**src/rtl/rpn_stack_calculator.sv**
```systemverilog
// RPN calculator core: signed decimal entry, DEPTH-word operand stack and a
// sequenced add/sub/mul datapath with sticky overflow and stack-error flags.
module rpn_stack_calculator #(
  parameter int WIDTH = 9,
  parameter int DEPTH = 4
) (
  input  logic                       clk,
  input  logic                       nrst,
  input  logic                       key_valid,
  input  logic [4:0]                 key_code,
  output logic [WIDTH-1:0]           disp,
  output logic                       sign,
  output logic                       o_flag,
  output logic                       err,
  output logic                       busy,
  output logic                       key_drop,
  output logic [$clog2(DEPTH+1)-1:0] depth
);
  localparam int CW = $clog2(DEPTH+1);
  localparam int IW = $clog2(DEPTH);
  localparam int EW = WIDTH + 5;
  localparam int PW = 2 * WIDTH;
  localparam logic signed [WIDTH-1:0] SMIN = {1'b1, {(WIDTH-1){1'b0}}};
  localparam logic signed [WIDTH-1:0] SMAX = {1'b0, {(WIDTH-1){1'b1}}};
  localparam logic [CW-1:0] FULL = CW'(DEPTH);
  localparam logic [4:0] K_ENTER = 5'd10;
  localparam logic [4:0] K_NEG   = 5'd11;
  localparam logic [4:0] K_ADD   = 5'd12;
  localparam logic [4:0] K_SUB   = 5'd13;
  localparam logic [4:0] K_CLEAR = 5'd15;

  typedef enum logic [2:0] {IDLE, LOAD_B, LOAD_A, EXEC, PUSH} state_t;
  typedef enum logic [1:0] {OP_ADD, OP_SUB, OP_MUL} op_t;

  state_t                  state, state_n;
  op_t                     op, op_n;
  logic [CW-1:0]           cnt, cnt_n;
  logic                    active, active_n, of_n, err_n, busy_n, drop_n;
  logic signed [WIDTH-1:0] ent, ent_n, op_a, op_b, res, top, b_val, wr_val;
  logic signed [WIDTH-1:0] stk [DEPTH];
  logic                    ent_we, wr_en, ld_a, ld_b, ld_r;
  logic [IW-1:0]           idx_top, idx_push, wr_idx;
  logic signed [EW-1:0]    ent_x, dig_x, ent_dec;
  logic [WIDTH:0]          alu_out;

  function automatic logic fits(input logic signed [EW-1:0] v);
    return (v >= EW'(SMIN)) && (v <= EW'(SMAX));
  endfunction

  // Returns {overflow, wrapped result}; overflow means the exact value is not representable.
  function automatic logic [WIDTH:0] alu(input op_t f, input logic signed [WIDTH-1:0] a,
                                         input logic signed [WIDTH-1:0] b);
    logic signed [PW-1:0] p;
    logic signed [PW-1:0] lo;
    case (f)
      OP_ADD:  p = PW'(a) + PW'(b);
      OP_SUB:  p = PW'(a) - PW'(b);
      default: p = PW'(a) * PW'(b);
    endcase
    lo = PW'(signed'(p[WIDTH-1:0]));
    return {p != lo, p[WIDTH-1:0]};
  endfunction

  assign idx_top  = IW'(cnt - CW'(1));
  assign idx_push = IW'(cnt);
  assign top      = (cnt != '0) ? stk[idx_top] : '0;
  assign ent_x    = EW'(ent);
  assign dig_x    = EW'(key_code[3:0]);
  assign ent_dec  = ent[WIDTH-1] ? ent_x * EW'(10) - dig_x : ent_x * EW'(10) + dig_x;
  assign alu_out  = alu(op, op_a, op_b);
  assign disp     = active ? ent : top;
  assign sign     = disp[WIDTH-1];
  assign depth    = cnt;

  always_comb begin
    state_n  = state;
    op_n     = op;
    cnt_n    = cnt;
    active_n = active;
    of_n     = o_flag;
    err_n    = err;
    busy_n   = busy;
    drop_n   = 1'b0;
    ent_we   = 1'b0;
    ent_n    = ent;
    wr_en    = 1'b0;
    wr_idx   = idx_push;
    wr_val   = res;
    ld_a     = 1'b0;
    ld_b     = 1'b0;
    ld_r     = 1'b0;
    b_val    = top;
    if (key_valid && key_code == K_CLEAR) begin
      state_n  = IDLE;
      cnt_n    = '0;
      active_n = 1'b0;
      of_n     = 1'b0;
      err_n    = 1'b0;
      busy_n   = 1'b0;
      ent_we   = 1'b1;
      ent_n    = '0;
    end else if (state != IDLE) begin
      drop_n = key_valid && (key_code < K_CLEAR);
      case (state)
        LOAD_B: begin ld_b = 1'b1; cnt_n = cnt - CW'(1); state_n = LOAD_A; end
        LOAD_A: begin ld_a = 1'b1; cnt_n = cnt - CW'(1); state_n = EXEC; end
        EXEC:   begin ld_r = 1'b1; of_n = o_flag | alu_out[WIDTH]; state_n = PUSH; end
        PUSH:   begin
          wr_en   = 1'b1;
          cnt_n   = cnt + CW'(1);
          state_n = IDLE;
          busy_n  = 1'b0;
        end
        default: begin state_n = IDLE; busy_n = 1'b0; end
      endcase
    end else if (key_valid && key_code < K_CLEAR) begin
      // Flags describe only the most recently accepted key.
      of_n  = 1'b0;
      err_n = 1'b0;
      if (key_code < K_ENTER) begin
        if (!active) begin
          ent_we   = 1'b1;
          ent_n    = WIDTH'(key_code[3:0]);
          active_n = 1'b1;
        end else if (fits(ent_dec)) begin
          ent_we = 1'b1;
          ent_n  = ent_dec[WIDTH-1:0];
        end else begin
          of_n = 1'b1;
        end
      end else if (key_code == K_NEG) begin
        if (active) begin
          if (ent == SMIN) of_n = 1'b1;
          else begin ent_we = 1'b1; ent_n = -ent; end
        end else if (cnt == '0) begin
          err_n = 1'b1;
        end else if (top == SMIN) begin
          of_n = 1'b1;
        end else begin
          wr_en  = 1'b1;
          wr_idx = idx_top;
          wr_val = -top;
        end
      end else if (key_code == K_ENTER) begin
        if (cnt == FULL || (!active && cnt == '0)) begin
          err_n = 1'b1;
        end else begin
          wr_en    = 1'b1;
          wr_val   = active ? ent : top;
          cnt_n    = cnt + CW'(1);
          active_n = 1'b0;
        end
      end else begin
        op_n = (key_code == K_ADD) ? OP_ADD : (key_code == K_SUB) ? OP_SUB : OP_MUL;
        // An active entry is the B operand, so the first pop is skipped.
        if (active && cnt != '0) begin
          ld_b     = 1'b1;
          b_val    = ent;
          active_n = 1'b0;
          state_n  = LOAD_A;
          busy_n   = 1'b1;
        end else if (!active && cnt >= CW'(2)) begin
          state_n = LOAD_B;
          busy_n  = 1'b1;
        end else begin
          err_n = 1'b1;
        end
      end
    end
  end

  always_ff @(posedge clk or negedge nrst) begin
    if (!nrst) begin
      state    <= IDLE;
      op       <= OP_ADD;
      cnt      <= '0;
      active   <= 1'b0;
      o_flag   <= 1'b0;
      err      <= 1'b0;
      busy     <= 1'b0;
      key_drop <= 1'b0;
    end else begin
      state    <= state_n;
      op       <= op_n;
      cnt      <= cnt_n;
      active   <= active_n;
      o_flag   <= of_n;
      err      <= err_n;
      busy     <= busy_n;
      key_drop <= drop_n;
    end
  end

  always_ff @(posedge clk) begin
    if (ent_we) ent <= ent_n;
    if (wr_en) stk[wr_idx] <= wr_val;
    if (ld_a) op_a <= top;
    if (ld_b) op_b <= b_val;
    if (ld_r) res <= alu_out[WIDTH-1:0];
  end
endmodule
```
**config.mk**
```make
export PLATFORM = sky130hd
export DESIGN_NAME = rpn_stack_calculator
export DESIGN_NICKNAME = d
export VERILOG_FILES = /design/src/rtl/rpn_stack_calculator.sv
export SDC_FILE = /design/constraint.sdc
export NUM_CORES = 1
export LEC_CHECK = 0
export CAP_MARGIN = 20
export CORE_MARGIN = 2
export CORE_UTILIZATION = 40
export DETAILED_ROUTE_END_ITERATION = 12
export PLACE_DENSITY = 0.65
export SLEW_MARGIN = 30
export SYNTH_ARGS = -nofsm -noshare
export SYNTH_HDL_FRONTEND = slang
export SYNTH_SLANG_ARGS = --single-unit
```
**constraint.sdc**
```tcl
create_clock -name clk -period 6.9 [get_ports clk]
set_input_delay 1.38 -clock clk [delete_from_list [all_inputs] [get_ports clk]]
set_output_delay 1.38 -clock clk [all_outputs]
set_load 0.1 [all_outputs]
```
==> qor.csv, run 1 <==
stage,metric,value,unit
sta,Achievable Freq,0.163,GHz
synthesis,yosys warns,0,
cells_and_area,layout cells sized above 1,5.76,%
sta,unrepaired setup endpoints after global routing,no,
synthesis,sequential cell area fraction in the yosys report,27.1,%
sta,Rel. slew slack,33.7,%
clock_network,cts bufs inserted,9,
worst_hold_path,Hold Path Class,flop to flop,
routing,1st-pass router iterations,5,
worst_setup_path,Worst Path Buf+Inv,2,
sta,clk_skew,7.05,ps
cells_and_area,Antenna diodes,0,
routing,total number of vias,7093,
sta,final hold vios,0,
flow_run,max cap viols,0,
worst_setup_path,FF-to-FF End,o_flag,
routing,DRT iter0 DRCs,522,
sta,Final Max Slew Viols,0,
place,Port Buffer Count,24,
worst_hold_path,Hold Startpoint,err,
clock_network,post-CTS sizing,0,
clock_network,setup bufs post-CTS,0,
worst_setup_path,CP endpoint,disp[4],
global_route,initial antenna violation count,0,
worst_setup_path,Crit. End Element,primary output,
worst_setup_path,CP required,5520,ps
place,DP HPWL,18.1,mm
die,die height,155,µm
routing,Post-route DRC,0,
clock_network,CTS tree,yes,
clock_network,"Clk pin slew, worst setup/hold paths",70,ps
die,Starting Density,40.6,%
sta,worst setup margin,750,ps
status,outcome,"complete, no violations",
synthesis,asr flop ratio synth,15.3,%
routing,Detail Route Antenna Nets,0,
sta,Period minus WS final,6150,ps
worst_setup_path,Critical Path Max Stage Delay,1240,ps
place,gpl congestion,0.882,
clock_network,# clock sinks,85,
sta,Final setup viols,0,
synthesis,"area leader, netlist",edfxtp_1,
routing,DR vias/cell,5.56,
synthesis,post-synthesis register bit count,85,
global_route,first-pass GRT wire length,36.7,mm
synthesis,synthesized area,9180,µm²
clock_network,H-tree depth,3,
worst_setup_path,Critical Path Source,depth[0],
worst_setup_path,Setup Crit Path Kind,flop to primary output,
global_route,number of global-route vias before repair,6909,
clock_network,CTS root buffer,clkbuf_16,
die,DIE AREA,24200,µm²
sta,post-route clock period utilization,89.1,%
worst_setup_path,CP top delay family,buffers and inverters,
worst_setup_path,Startpoint Class,flop,
sta,Final TNS setup,0,ps
synthesis,synth top area cells,"edfxtp_1, fa_1, ha_1",
synthesis,number of synthesized flops with an enable pin,72,
worst_setup_path,worst path arrival time,4770,ps
worst_setup_path,"Slowest-stage cell, CP",clkdlybuf4s50_1,
synthesis,synth unique cells,79,
worst_setup_path,r2r setup slk,860,ps
cells_and_area,Layout area overhead,8.90,%
sta,Least-Margin Pin Slew,991,ps
synthesis,Mapped Cells,974,
global_route,GR Overflow Total,0,
routing,DR WL/cell,17.7,µm
die,Core Box Area,22600,µm²
routing,final wirelength,22.6,mm
worst_setup_path,worst-path cell chain,"inv_1, ha_1, mux4_2, nand2_1, o21ai_0, clkdlybuf4s50_1",
worst_setup_path,Crit path depth,6,
die,# IOs,25,
clock_network,Clock Latency Late Sink,360,ps
clock_network,"Hold-fix buffers, CTS",0,
cells_and_area,number of fill cells,2153,
worst_setup_path,crit path max fanout,17,
worst_setup_path,reg-to-reg critical path startpoint,op_a[4],
sta,Fin Hold WS,507,ps
place,pre-CTS WS,869,ps
global_route,largest net degree at the start of global routing,28,
die,FP Rows,55,
synthesis,main flop type after synthesis,edfxtp_1,
cells_and_area,# nets final,1153,
clock_network,clock buffer depth,2,
die,die width,155,µm
synthesis,Mapped Avg Cell Area,9.42,µm²
synthesis,Yosys top cell area share,23.6,%
worst_setup_path,R2R depth,18,
synthesis,Synth Net Count,1142,
global_route,GRT Resource Usage Total,19.3,%
==> cells in the mapped netlist (3+ instances only) <==
library cell  count
a211oi_1          5
a21o_1            6
a21oi_1          41
a221oi_1          4
a22oi_1           8
a31oi_1          11
and2_1           15
buf_2             3
clkbuf_1         23
dfrtp_1          13
edfxtp_1         72
fa_1             75
ha_1             85
inv_1           120
mux2_2            3
mux2i_1          16
mux4_2            9
nand2_1         125
nand2b_1         14
nand3_1          10
nand4_1           4
nor2_1           69
nor2b_1          10
nor3_1           27
nor3b_1           5
nor4_1            6
o21a_1            5
o21ai_0          62
o21ai_1           3
o22ai_1           6
o41ai_1           3
or3_1             6
xnor2_1          36
xor2_1           17
==> cell usage in the layout, fill, tap and decap left out, drive strengths merged, types with 9 or more instances in the layout <==
master         Yosys  layout
nor2              69      69
mux4               9       9
nand2b            14      14
inv              120     125
nor3              30      30
ha                85      85
xnor2             36      36
nor2b             10      10
dfrtp             13      13
nand2            125     125
and2              17      17
nand3             10      10
a21oi             42      42
fa                75      75
clkbuf            24       9
a31oi             11      11
edfxtp            72      72
xor2              17      17
mux2i             16      16
o21ai             66      66
clkdlybuf4s50      0      24
==> through the flow <==
stage          instances  util (%)  area [µm²]
2_1_floorplan        974         -        9180
3_3_place_gp        1259      42.9        9680
3_5_place_dp        1259      42.9        9680
4_1_cts             1275      44.3        9990
5_1_grt             1275      44.3        9990
6_report            1275      44.3        9990
==> layout make-up <==
class	count	area [µm²]	area share (%)
clock inverter	7	86.3	0.864
tap	285	357	3.57
sequential	85	2490	24.9
multi-input combinational	737	6090	61.0
timing repair buffer	30	285	2.86
clock buffer	9	225	2.25
inverter	122	458	4.58
==> tightest hold or removal path, delay by kind of cell (launching register included) <==
kind | cells | cell delay, ps
DFF | 1 | 360
AOI/OAI and AO/OA | 1 | 60
and+or+nand+nor | 1 | 50
==> layer usage <==
layer / up-vias / share of wire [%] / global-route usage, %
li1: 3365 / - / -
met1: 3473 / 46 / 27.3
met2: 222 / 46 / 30.2
met3: 33 / 5.9 / 3.68
met4: 0 / 2.4 / 5.55
met5: - / 0 / 0
==> registers in the layout (all words and copies together), names as in the netlist <==
register and cells:
stk 36, err 1, op 2, res 9, op_b 9, state 3
op_a 9, active 1, key_drop 1, busy 1, ent 9, depth 3
o_flag 1
==> cells by family after synthesis <==
kind of cell	after synthesis	synth area share [%]
buffers and inverters	152	6.57
adder cells (fa/ha/maj)	160	28.0
multiplexers	28	4.32
AO/OA/AOI/OAI	184	12.9
flip-flops	85	27.1
AND/OR/NAND/NOR	312	16.1
XOR/XNOR	53	5.06
==> worst min-delay path by stage <==
stage / end / slack [ps] / depth (start not counted)
floorplan: stk[0][7] / 580 / 2
global placement: err / 490 / 2
detailed placement: err / 500 / 2
CTS: err / 520 / 2
global route: err / 570 / 2
finish: err / 510 / 2
Power of run 1 is not shown: default switching activity piles up to over one toggle a cycle in this logic, so the estimate is an artifact.
==> run 2, diff against run 1 <==
--- a/config.mk
+++ b/config.mk
@@ -6,10 +6,12 @@
 export NUM_CORES = 1
 export LEC_CHECK = 0
 export CAP_MARGIN = 20
+export CELL_PAD_IN_SITES_DETAIL_PLACEMENT = 2
+export CELL_PAD_IN_SITES_GLOBAL_PLACEMENT = 2
 export CORE_MARGIN = 2
 export CORE_UTILIZATION = 40
 export DETAILED_ROUTE_END_ITERATION = 12
-export PLACE_DENSITY = 0.65
+export PLACE_DENSITY = 0.89
 export SLEW_MARGIN = 30
 export SYNTH_ARGS = -nofsm -noshare
 export SYNTH_HDL_FRONTEND = slang
==> qor.csv, run 2 (synthesis gave the netlist of run 1 again) <==
stage,metric,value,unit,change
routing,Detail Route Antenna Nets,0,,unchanged
global_route,initial antenna violation count,0,,unchanged
routing,DR vias/cell,5.86,,+5.3%
sta,Final TNS setup,0,ps,unchanged
die,Starting Density,40.6,%,unchanged
cells_and_area,# nets final,1151,,-0.17%
cells_and_area,Antenna diodes,0,,unchanged
routing,final wirelength,32.0,mm,+42%
sta,Period minus WS final,6320,ps,+168 ps
cells_and_area,Layout area overhead,8.65,%,
clock_network,cts bufs inserted,9,,unchanged
clock_network,setup bufs post-CTS,0,,unchanged
sta,clk_skew,8.38,ps,+1.33 ps
worst_setup_path,worst path arrival time,6560,ps,+1790 ps
clock_network,CTS root buffer,clkbuf_16,,
global_route,met3 global-route usage,3.65,%,-0.028 points
cells_and_area,Top reg by flops,stk,,
global_route,GR peak layer,met2,,
clock_network,post-CTS sizing,0,,unchanged
place,gpl congestion,0.875,,-0.81%
cells_and_area,Largest register FFs,36,,unchanged
cells_and_area,"most common cell after layout, fill and taps aside",nand2_1,,
worst_setup_path,Critical Path Max Stage Delay,670,ps,-570 ps
place,pre-CTS WS,567,ps,-302 ps
worst_setup_path,Crit. End Element,flop,,
worst_setup_path,Worst Path Buf+Inv,1,,-1
status,outcome,"complete, no violations",,
sta,post-route clock period utilization,91.6,%,+2.4 points
sta,Achievable Freq,0.158,GHz,-2.7%
sta,Final Max Slew Viols,0,,unchanged
cells_and_area,area of the multi-input gates,6110,µm²,+0.29%
worst_setup_path,"Slowest-stage cell, CP",edfxtp_1,,
routing,Post-route DRC,0,,unchanged
clock_network,"Hold-fix buffers, CTS",0,,unchanged
sta,unrepaired setup endpoints after global routing,no,,
routing,DR WL/cell,25.1,µm,+42%
sta,worst setup margin,582,ps,-168 ps
clock_network,Clock Latency Late Sink,350,ps,about the same
routing,1st-pass router iterations,5,,unchanged
worst_setup_path,most used cell along the critical path,fa_1,,
global_route,GRT Resource Usage Total,27.6,%,+8.3 points
sta,Least-Margin Pin Slew,997,ps,+5.43 ps
clock_network,clock buffer depth,2,,unchanged
die,Core Box Area,22600,µm²,unchanged
worst_setup_path,CP required,7140,ps,+1620 ps
sta,final hold vios,0,,unchanged
die,die width,155,µm,unchanged
global_route,largest net degree at the start of global routing,28,,unchanged
die,# IOs,25,,unchanged
cells_and_area,Reg area,2490,µm²,about the same
worst_setup_path,worst-path cell chain,"nand2_1, fa_1, fa_1, fa_1, fa_1, inv_1, fa_1, ha_1, nand3_1, o2111ai_2, a211oi_1, o41a_1, xnor2_1, nand3_1, o31ai_1, nand4_1, a311o_2, o211a_1",,
cells_and_area,most frequent cells in the layout,"nand2_1, inv_1, ha_1",,
global_route,met1 Resource Use GR,32.2,%,+4.9 points
cells_and_area,layout cells sized above 1,5.87,%,+0.11 points
global_route,GR Overflow Total,0,,unchanged
place,Port Buffer Count,24,,unchanged
worst_setup_path,Setup Crit Path Kind,flop to flop,,
place,DP HPWL,25.4,mm,+40%
global_route,met2 usage,50.4,%,+20 points
worst_setup_path,r2r setup slk,580,ps,-280 ps
die,DIE AREA,24200,µm²,unchanged
clock_network,H-tree depth,3,,unchanged
global_route,number of global-route vias before repair,8696,,+26%
global_route,first-pass GRT wire length,50.4,mm,+37%
sta,Final setup viols,0,,unchanged
die,FP Rows,55,,unchanged
clock_network,# clock sinks,85,,unchanged
cells_and_area,number of fill cells,2444,,+14%
worst_hold_path,Hold Path Class,flop to flop,,
routing,DRT iter0 DRCs,390,,-25%
worst_setup_path,crit path max fanout,11,,-6
routing,total number of vias,7455,,+5.1%
worst_setup_path,CP top delay family,adder cells,,
die,die height,155,µm,unchanged
clock_network,"Clk pin slew, worst setup/hold paths",70,ps,about the same
sta,Rel. slew slack,33.4,%,-0.36 points
worst_setup_path,Startpoint Class,flop,,
clock_network,CTS tree,yes,,
flow_run,max cap viols,0,,unchanged
## run 2: area by class of cell
class / instances / share of cell area (%)
Clock buffer: 9 / 2.26
Clock inverter: 7 / 0.590
Inverter: 122 / 4.59
Multi-Input combinational cell: 737 / 61.3
Sequential cell: 85 / 25.0
Tap cell: 285 / 3.58
Timing Repair Buffer: 28 / 2.71
## run 2: final timing paths
kind / start / cells after the start / to
max: op_b[8] / 18 / o_flag
max reg2reg: op_b[8] / 18 / o_flag
max in group asynchronous: nrst / 1 / op[1]
min reg2reg: err / 2 / err
min in group asynchronous: nrst / 1 / o_flag
min: err / 2 / err
## run 2: through the flow
stage | hold WS, ps | instances | utilization, % | cell area (µm²)
6_report | 568 | 1273 | 44.2 | 9970
3_3_place_gp | 514 | 1257 | 42.8 | 9670
4_1_cts | 574 | 1273 | 44.1 | 9950
5_1_grt | 596 | 1273 | 44.2 | 9970
2_1_floorplan | 577 | 974 | - | 9180
3_5_place_dp | 515 | 1257 | 42.8 | 9670
## run 2: per-layer routing
layer,vias up,wire (µm),share of wire [%]
met5,-,0,0
met4,0,1510,4.7
met3,85,1260,3.9
met2,198,16500,52
met1,3812,12700,40
li1,3360,-,-
## run 2: worst min-delay path, stage by stage, from the launching register on
cell	delay, ps
dfrtp_1	380
nand2_1	70
o21ai_0	80
Power of run 2 is left out for the same reason.
==> run 3, diff against run 2 <==
--- a/config.mk
+++ b/config.mk
@@ -8,6 +8,7 @@
 export CAP_MARGIN = 20
 export CELL_PAD_IN_SITES_DETAIL_PLACEMENT = 2
 export CELL_PAD_IN_SITES_GLOBAL_PLACEMENT = 2
+export CORE_ASPECT_RATIO = 0.8
 export CORE_MARGIN = 2
 export CORE_UTILIZATION = 40
 export DETAILED_ROUTE_END_ITERATION = 12
==> qor.csv, run 3 (synthesis gave the netlist of run 1 again) <==
stage,metric,value,unit,change
status,outcome,"complete, no violations",,
clock_network,cts bufs inserted,9,,unchanged
worst_setup_path,Setup Crit Path Kind,flop to flop,,
worst_hold_path,Hold Path Class,flop to flop,,
clock_network,post-CTS sizing,0,,unchanged
worst_setup_path,crit path max fanout,12,,+1
worst_setup_path,CP required,7150,ps,about the same
worst_setup_path,Crit. End Element,flop,,
clock_network,H-tree depth,3,,unchanged
clock_network,"Clk pin slew, worst setup/hold paths",70,ps,about the same
worst_setup_path,CP endpoint,o_flag,,
global_route,largest net degree at the start of global routing,28,,unchanged
worst_setup_path,R2R depth,17,,-1
sta,Final TNS setup,0,ps,unchanged
sta,clk_skew,10.3,ps,+1.93 ps
sta,Final Max Slew Viols,0,,unchanged
sta,final hold vios,0,,unchanged
cells_and_area,Antenna diodes,0,,unchanged
place,Port Buffer Count,24,,unchanged
global_route,GR Overflow Total,0,,unchanged
global_route,number of global-route vias before repair,8917,,+2.5%
clock_network,clock buffer depth,2,,unchanged
worst_setup_path,worst-path cell chain,"nand2_1, fa_1, inv_1, fa_1, inv_1, fa_1, inv_1, fa_1, ha_1, ha_1, inv_1, a2111oi_0, o22ai_1, xnor2_1, nand4_1, a311o_2, o211a_1",,
worst_setup_path,Worst Path Buf+Inv,4,,+3
clock_network,Clock Latency Late Sink,360,ps,about the same
global_route,GRT Resource Usage Total,30.0,%,+2.4 points
routing,DRT iter0 DRCs,567,,+45%
sta,Final setup viols,0,,unchanged
routing,1st-pass router iterations,5,,unchanged
routing,Detail Route Antenna Nets,0,,unchanged
cells_and_area,final cell count without fillers,1298,,+2.0%
worst_setup_path,"Slowest-stage cell, CP",edfxtp_1,,
sta,Period minus WS final,6280,ps,-34.4 ps
clock_network,# clock sinks,85,,unchanged
cells_and_area,Top reg by flops,stk,,
die,Core Box Area,22500,µm²,-0.32%
place,cell count after placement,1282,,+2.0%
sta,unrepaired setup endpoints after global routing,no,,
worst_setup_path,r2r setup slk,620,ps,+30 ps
worst_setup_path,Crit path depth,17,,-1
cells_and_area,# nets final,1155,,+0.35%
worst_setup_path,Startpoint Class,flop,,
die,die width,173,µm,+12%
routing,DR WL/cell,27.2,µm,+8.3%
routing,total number of vias,7808,,+4.7%
cells_and_area,layout cells sized above 1,6.15,%,+0.28 points
worst_setup_path,Critical Path Max Stage Delay,710,ps,+40 ps
clock_network,setup bufs post-CTS,0,,unchanged
die,FP Rows,49,,-11%
global_route,first-pass GRT wire length,54.7,mm,+8.6%
worst_setup_path,FF-to-FF End,o_flag,,
place,gpl congestion,0.873,,-0.18%
worst_setup_path,reg-to-reg critical path startpoint,op_a[8],,
cells_and_area,most frequent cells in the layout,"nand2_1, inv_1, ha_1",,
die,DIE AREA,24200,µm²,about the same
sta,Least-Margin Pin Slew,1020,ps,+21.6 ps
cells_and_area,Layout area overhead,9.44,%,
die,# IOs,25,,unchanged
routing,final wirelength,35.3,mm,+10%
clock_network,CTS tree,yes,,
routing,DR vias/cell,6.02,,+2.7%
sta,Rel. slew slack,31.9,%,-1.5 points
die,die height,139,µm,-10%
clock_network,CTS root buffer,clkbuf_16,,
place,DP HPWL,27.5,mm,+8.3%
clock_network,"Hold-fix buffers, CTS",0,,unchanged
flow_run,max cap viols,0,,unchanged
worst_setup_path,worst path arrival time,6530,ps,-30 ps
global_route,initial antenna violation count,1,,+1
worst_setup_path,CP top delay family,adder cells,,
routing,Post-route DRC,0,,unchanged
sta,Fin Hold WS,578,ps,+10.4 ps
sta,post-route clock period utilization,91.1,%,-0.50 points
cells_and_area,"most common cell after layout, fill and taps aside",nand2_1,,
die,Starting Density,40.8,%,+0.13 points
cells_and_area,number of fill cells,2384,,-2.5%
sta,Achievable Freq,0.159,GHz,+0.55%
worst_setup_path,Critical Path Source,op_a[8],,
cells_and_area,Largest register FFs,36,,unchanged
[run 3: cell count changes in the layout (fill, tap and decap cells not counted), sizes merged]
cell | previous run | this run
bufinv | 0 | 1
clkinv | 5 | 2
buf | 4 | 8
inv | 123 | 125
[run 3: routing by layer]
metal | share of wire (%) | track usage [%]
met5 | 0.034 | 0
met3 | 5.5 | 5.30
met2 | 49 | 51.3
met4 | 4.5 | 13.6
met1 | 41 | 37.2
[run 3: area by class of cell]
cell class | count | area, µm² | area share, %
sequential | 85 | 2490 | 24.8
timing repair buffer | 32 | 300 | 2.99
clock inverter | 7 | 86.3 | 0.860
inverter | 122 | 458 | 4.56
tap | 306 | 383 | 3.81
multi-input combinational | 737 | 6100 | 60.8
clock buffer | 9 | 225 | 2.24
[run 3: worst min-delay path by stage]
stage           start         to  slack (ps)  depth (start not counted)
3_5_place_dp      err        err         540                          2
4_1_cts           err        err         560                          2
3_3_place_gp      err        err         520                          2
6_report         busy       busy         580                          2
5_1_grt           err        err         590                          2
2_1_floorplan  res[7]  stk[0][7]         580                          2
[run 3: tightest hold or removal path: cells and delay by family, from the launching register on]
kind	cells	cell delay, ps
flops	1	380
simple gates	2	150
[run 3: stage by stage]
step                      cell area (µm²)  utilization (%)  worst slack, ps
final                               10000             44.6              617
after global routing                10000             44.6              190
after CTS                           10000             44.6              616
after detailed placement             9720             43.2              629
after global placement               9720             43.2              982
after floorplan                      9180                -              577
Power of run 3 is left out for the same reason.
